### src/rtl/rr_lane_dispatcher.sv
// Buffers one valid/ready stream in a small FIFO and deals the words out to
// NUM_LANES child lanes in strict round-robin order, holding on a stalled lane.
module rr_lane_dispatcher #(
  parameter int unsigned DATA_W     = 16,
  parameter int unsigned NUM_LANES  = 5,
  parameter int unsigned FIFO_DEPTH = 4,
  parameter int unsigned CNT_W      = 16,
  localparam int unsigned LaneW     = $clog2(NUM_LANES),
  localparam int unsigned AddrW     = $clog2(FIFO_DEPTH)
) (
  input  logic                 clk,
  input  logic                 rst,
  input  logic                 flush,
  input  logic                 in_valid,
  output logic                 in_ready,
  input  logic [DATA_W-1:0]    in_data,
  output logic [NUM_LANES-1:0] out_valid,
  input  logic [NUM_LANES-1:0] out_ready,
  output logic [DATA_W-1:0]    out_data,
  output logic [LaneW-1:0]     lane_ptr,
  output logic [AddrW:0]       fifo_level,
  output logic [CNT_W-1:0]     dispatch_count
);

  logic [DATA_W-1:0] mem_q [FIFO_DEPTH];
  logic [AddrW:0]    wr_ptr_q, wr_ptr_d;
  logic [AddrW:0]    rd_ptr_q, rd_ptr_d;
  logic [LaneW-1:0]  lane_ptr_q, lane_ptr_d;
  logic [CNT_W-1:0]  count_q, count_d;
  logic              full, empty, push, pop;

  always_comb begin
    empty      = (wr_ptr_q == rd_ptr_q);
    // Extra pointer MSB differs only when the write side has lapped the read side.
    full       = (wr_ptr_q[AddrW] != rd_ptr_q[AddrW]) &&
                 (wr_ptr_q[AddrW-1:0] == rd_ptr_q[AddrW-1:0]);
    in_ready   = !full && !rst && !flush;
    push       = in_valid && in_ready;
    out_valid  = (!empty && !rst) ? (NUM_LANES'(1) << lane_ptr_q) : '0;
    pop        = !empty && !rst && !flush && out_ready[lane_ptr_q];
    out_data   = mem_q[rd_ptr_q[AddrW-1:0]];
    lane_ptr   = lane_ptr_q;
    fifo_level = wr_ptr_q - rd_ptr_q;
    dispatch_count = count_q;
  end

  always_comb begin
    wr_ptr_d   = wr_ptr_q + (AddrW+1)'(push);
    rd_ptr_d   = rd_ptr_q + (AddrW+1)'(pop);
    count_d    = count_q + CNT_W'(pop);
    lane_ptr_d = lane_ptr_q;
    if (pop) begin
      lane_ptr_d = (lane_ptr_q == LaneW'(NUM_LANES - 1)) ? '0 : lane_ptr_q + LaneW'(1);
    end
    if (flush) begin
      wr_ptr_d   = '0;
      rd_ptr_d   = '0;
      lane_ptr_d = '0;
    end
  end

  always_ff @(posedge clk) begin
    if (rst) begin
      wr_ptr_q   <= '0;
      rd_ptr_q   <= '0;
      lane_ptr_q <= '0;
      count_q    <= '0;
    end else begin
      wr_ptr_q   <= wr_ptr_d;
      rd_ptr_q   <= rd_ptr_d;
      lane_ptr_q <= lane_ptr_d;
      count_q    <= count_d;
    end
  end

  // Storage needs no reset: contents are only observed through valid pointers.
  always_ff @(posedge clk) begin
    if (push) begin
      mem_q[wr_ptr_q[AddrW-1:0]] <= in_data;
    end
  end

  a_valid_onehot0: assert property (@(posedge clk) $onehot0(out_valid));
  a_level_bound:   assert property (@(posedge clk) disable iff (rst)
                                    fifo_level <= (AddrW+1)'(FIFO_DEPTH));
  a_no_overflow:   assert property (@(posedge clk) disable iff (rst) !(full && push));
  a_no_underflow:  assert property (@(posedge clk) disable iff (rst) !(empty && pop));

endmodule

### config.mk
export PLATFORM = sky130hd
export DESIGN_NAME = rr_lane_dispatcher
export DESIGN_NICKNAME = d
export VERILOG_FILES = /design/src/rtl/rr_lane_dispatcher.sv
export SDC_FILE = /design/constraint.sdc
export NUM_CORES = 1
export LEC_CHECK = 0
export ABC_AREA = 1
export BUFFER_PORTS_ARGS = -buffer_cell sky130_fd_sc_hd__buf_2
export CAP_MARGIN = 20
export CORE_UTILIZATION = 59
export DETAILED_ROUTE_END_ITERATION = 8
export GPL_ROUTABILITY_DRIVEN = 0
export HOLD_SLACK_MARGIN = 0.06
export PLACE_DENSITY = 0.84
export RECOVER_POWER = 50
export SLEW_MARGIN = 20
export SYNTH_ARGS = -nofsm -noshare
export SYNTH_HDL_FRONTEND = slang
export SYNTH_SLANG_ARGS = --single-unit
### constraint.sdc
create_clock -name clk -period 7.3 [get_ports clk]
set_clock_uncertainty 0.15 [all_clocks]
set_input_delay 1.095 -clock clk [delete_from_list [all_inputs] [get_ports clk]]
set_output_delay 1.095 -clock clk [all_outputs]
set_load 0.02 [all_outputs]
After elaboration in Yosys (flattened, before gate mapping):

Memory sizes are Yosys's and may differ from the RTL's. A register that Yosys moved wholly into a read port is not among the register bits.
Cells that the tools add are included.

* bits in registers: 25
* bits in writable memories: 64
* bits of input ports: 25
* output and inout bits: 44
* word-level logic and storage cells: 35
* memories kept: 1

* $add $sub $neg: 5
* $lt $le $gt $ge: 1
* eq/ne operators: 4
* shift-type cells: 1
* mux-type cells: 7
* reduce and logical (&&, ||, !) cells: 12

Memory list
* mem_q: depth 4, width 16, read ports 1, clocked after Yosys merged registers in 1, wr ports 1, line 25 `logic [DATA_W-1:0] mem_q [FIFO_DEPTH];`

Operators by type and width (count)
* $add 16x1->16: 1
* $logic_and 1x1->1: 7
* $add 3x1->3: 2
* $mux 5: 1
* $shl 1x3->5 const A: 1
* $logic_not 1->1: 4
* $lt 3x4->1 const B: 1
* $add 3x1->3 const B: 1
* $bmux 1 s3: 1
* $eq 3x3->1: 1
* $eq 3x3->1 const B: 1
* $mux 1: 3
* $mux 3: 1
* $sub 3x3->3: 1
* $eq 2x2->1: 1
* $mux 2: 1
* $reduce_or 2->1: 1
* $ne 1x1->1: 1

Depth between registers and ports, before layout:

* depth in word-level cells: 8
* depth in mapped cells: 18
* mapped depth without buffers: 17

Least setup slack after synthesis:

OpenSTA, ideal clock, no wires.

* path kind: input -> register
* from: input port rst
* to: memory mem_q[0][0], enable pin
* setup time: 0.409 ns
* arrival time: 2.877 ns
* required time: 6.741 ns
* slack: 3.863 ns
* cell stages on the path: 5
* buffers on the path: 0
* cell sequence: nor2_4 inv_2 a21oi_2 nand2_1 nor3_1

* word-level cells in the longest chain between the ends: 6

Ends and longest elaborated chain
* start: declaration: line 12 `input logic rst,`
* $logic_not 1->1: line 37 `in_ready = !full && !rst && !flush;`
* $logic_and 1x1->1 (2 in series): line 37
* via in_ready: line 15 `output logic in_ready,`
* $logic_and 1x1->1: line 38 `push = in_valid && in_ready;`
* $mux 1: line 78 `if (push) begin`
* $mux 1 (not written as such): line 79 `mem_q[wr_ptr_q[AddrW-1:0]] <= in_data;`
* end: declaration: line 25

The timed path passes the listed nets, and every way through them passes these cells.

==> impl_metrics.ini <==
[detailed_routing]
vias_per_cell = 5.34
wl_met1_um = 3060
wl_met2_um = 3470
met3_length_um = 361
drc = 0
wl_per_cell_um = 13.7
vias = 2734
drtIter0Drc = 127
finalWirelength_um = 7000
ant_nets = 0
firstDrtPassIters = 6
highest_layer = met4

[setup_path]
crit_chain = inv_1, o21ai_0, o22ai_1, buf_2
worst_setup_path_start_kind = register
worstPathArrival_ps = 2920
slowest_delay_ps = 1080
crit_path_end_kind = output port
worstPathRequired_ps = 6050
path_class = reg -> out
slowest_stage = dfxtp_1
crit_fanout = 35

[floorplanning]
rows = 28
dieArea_sq_mm = 0.00679
core_sq_mm = 0.00606
ios = 69
start_util = 0.629
die_w_um = 82.4
die_y_um = 82.4

[sta]
relSlewSlack = 0.234
finalHoldViolations = 0
tns_ps = 0
grt_setup_unrepaired = no
drv_slew = 0
layout_setup_ws_ps = 3130
fmax_mhz = 240
worstMarginPinSlew_ps = 1150
min_period_ps = 4170
finalCritPeriodShare = 0.571
worst_hold_slack_ps = 332
finalSetupViolations = 0

[clocking]
cts_made_buffers = 9
cts_root_buf = clkbuf_8
cts_tree = done
clkLatencyLatePin_ps = 350
cts_hold_repair.buffers = 0
post-cts-setup-buffers = 0
cts_resized = 0
clk_pin_slew_ps = 80
cts_max_level = 3
cts.path.max_buffers = 2
cts_sinks = 89

[global_route]
grt.overflow.total = 0
grt_pass1_wl_um = 10800
grt_max_degree = 36
antenna_found_initial = 0
gr-usage-all-layers = 0.218
grt_pass1_vias = 2497

[placed_design]
preCtsSetupSlack_ps = 3550
dpl.hpwl_um = 4710
post_dp_cell_area_sq_mm = 0.00426
numPortBuffers = 68
place_inst = 496

[synthesis]
syn-instance-count = 358
synth_seq_cells = 89
ys_top_cells_by_area = edfxtp_1, dfxtp_1, nor2_1, o21ai_0, ha_1
ys.flop_type = edfxtp_1
synthesis.area_sq_mm = 0.00381
synth.top_cell.area_share = 0.504
ys_seq_area_frac = 0.635
async_reset_ff_frac = 0
yosysTopAreaCell = edfxtp_1
synth.avg_cell_area_sq_um = 10.7
synth-edff-count = 64
synth.distinct_cells = 28
syn_nets = 397
yosysWarnings = 0

[pwr]
finalPower_mw = 0.940
p_leak_nw = 1.71
p_per_area_mw_per_mm2 = 212
irDropWorstVdd_uv = 133

[final_layout]
post-route-util = 0.730
num_antenna_cells = 0
drive_gt1_frac = 0.156
fin_nets = 471
mostFrequentLayoutCells = edfxtp_1, nor2_1, nand2_1
area_growth_pct = 16.0
nFillCells = 458
final_common_cell = edfxtp_1
fin_area_sq_mm = 0.00443
instances_no_fill = 512

[min_path]
hold_class = reg -> reg

[outcome]
status = finished clean

[job]
max_cap_viol_count = 0
==> power breakdown <==
part / switching, mW / total (mW) / internal (mW)
clock: 0.164 / 0.367 / 0.203
sequential: 0.00103 / 0.544 / 0.543
combinational: 0.0194 / 0.0287 / 0.00924
==> cell type report <==
cell class              count  area, sq um  share of cell area
flip-flops and latches     89         2420               0.547
repair buffers             72          323              0.0729
well taps                  75         93.8              0.0212
clock buffers              12          145              0.0328
clock inverters             4         76.3              0.0172
inverters                  38          143              0.0322
multi-input cells         222         1220               0.276
==> kinds of logic after synthesis <==
logic type	count (synthesis)	share of synthesized area
and+or+nand+nor	137	0.164
DFF	89	0.635
AOI/OAI and AO/OA	67	0.0974
buffers and inverters	47	0.0466
adders and majority gates	14	0.0479
xor gates and xnor gates	4	0.00919
==> worst max-delay path: cells and delay by family (launching register included) <==
family / cells / cell delay [ps]
flip-flops: 1 / 1080
buffers and inverters: 2 / 940
AO/OA/AOI/OAI: 2 / 540
==> flip-flops by register name (all words and copies together) (netlist names) <==
| signal | flops |
|---|---|
| lane_ptr | 3 |
| dispatch_count | 16 |
| wr_ptr_q | 3 |
| rd_ptr_q | 3 |
| mem_q | 64 |
==> synth_stat cells (2+ instances only) <==
library cell / n
dfxtp_1: 25
xnor2_1: 2
nor2_4: 4
inv_1: 35
ha_1: 13
inv_2: 3
xor2_1: 2
a21oi_1: 12
nor3_1: 6
edfxtp_1: 64
nand2_1: 41
nand4_1: 3
nand2_2: 2
o21ai_0: 34
clkbuf_1: 8
o21a_1: 2
nor2_2: 3
nor2_1: 60
o22ai_1: 16
nand3_1: 14
nand2_4: 2
==> worst paths after layout <==
kind | from | end | slack, ps | cells after the start
hold / removal | dispatch_count[10] | dispatch_count[10] | 330 | 2
hold reg to reg | dispatch_count[10] | dispatch_count[10] | 330 | 2
setup / recovery | rd_ptr_q[0] | out_data[13] | 3130 | 4
setup reg to reg | rd_ptr_q[1] | mem_q[3][2] | 3740 | 8
==> routing by layer <==
layer  GRT usage  vias up
li1            -     1364
met1       0.252     1268
met2       0.380       91
met3      0.0582       11
met4      0.0965        0
met5           0        -
No activity file was read; power rests on OpenSTA's default activity.
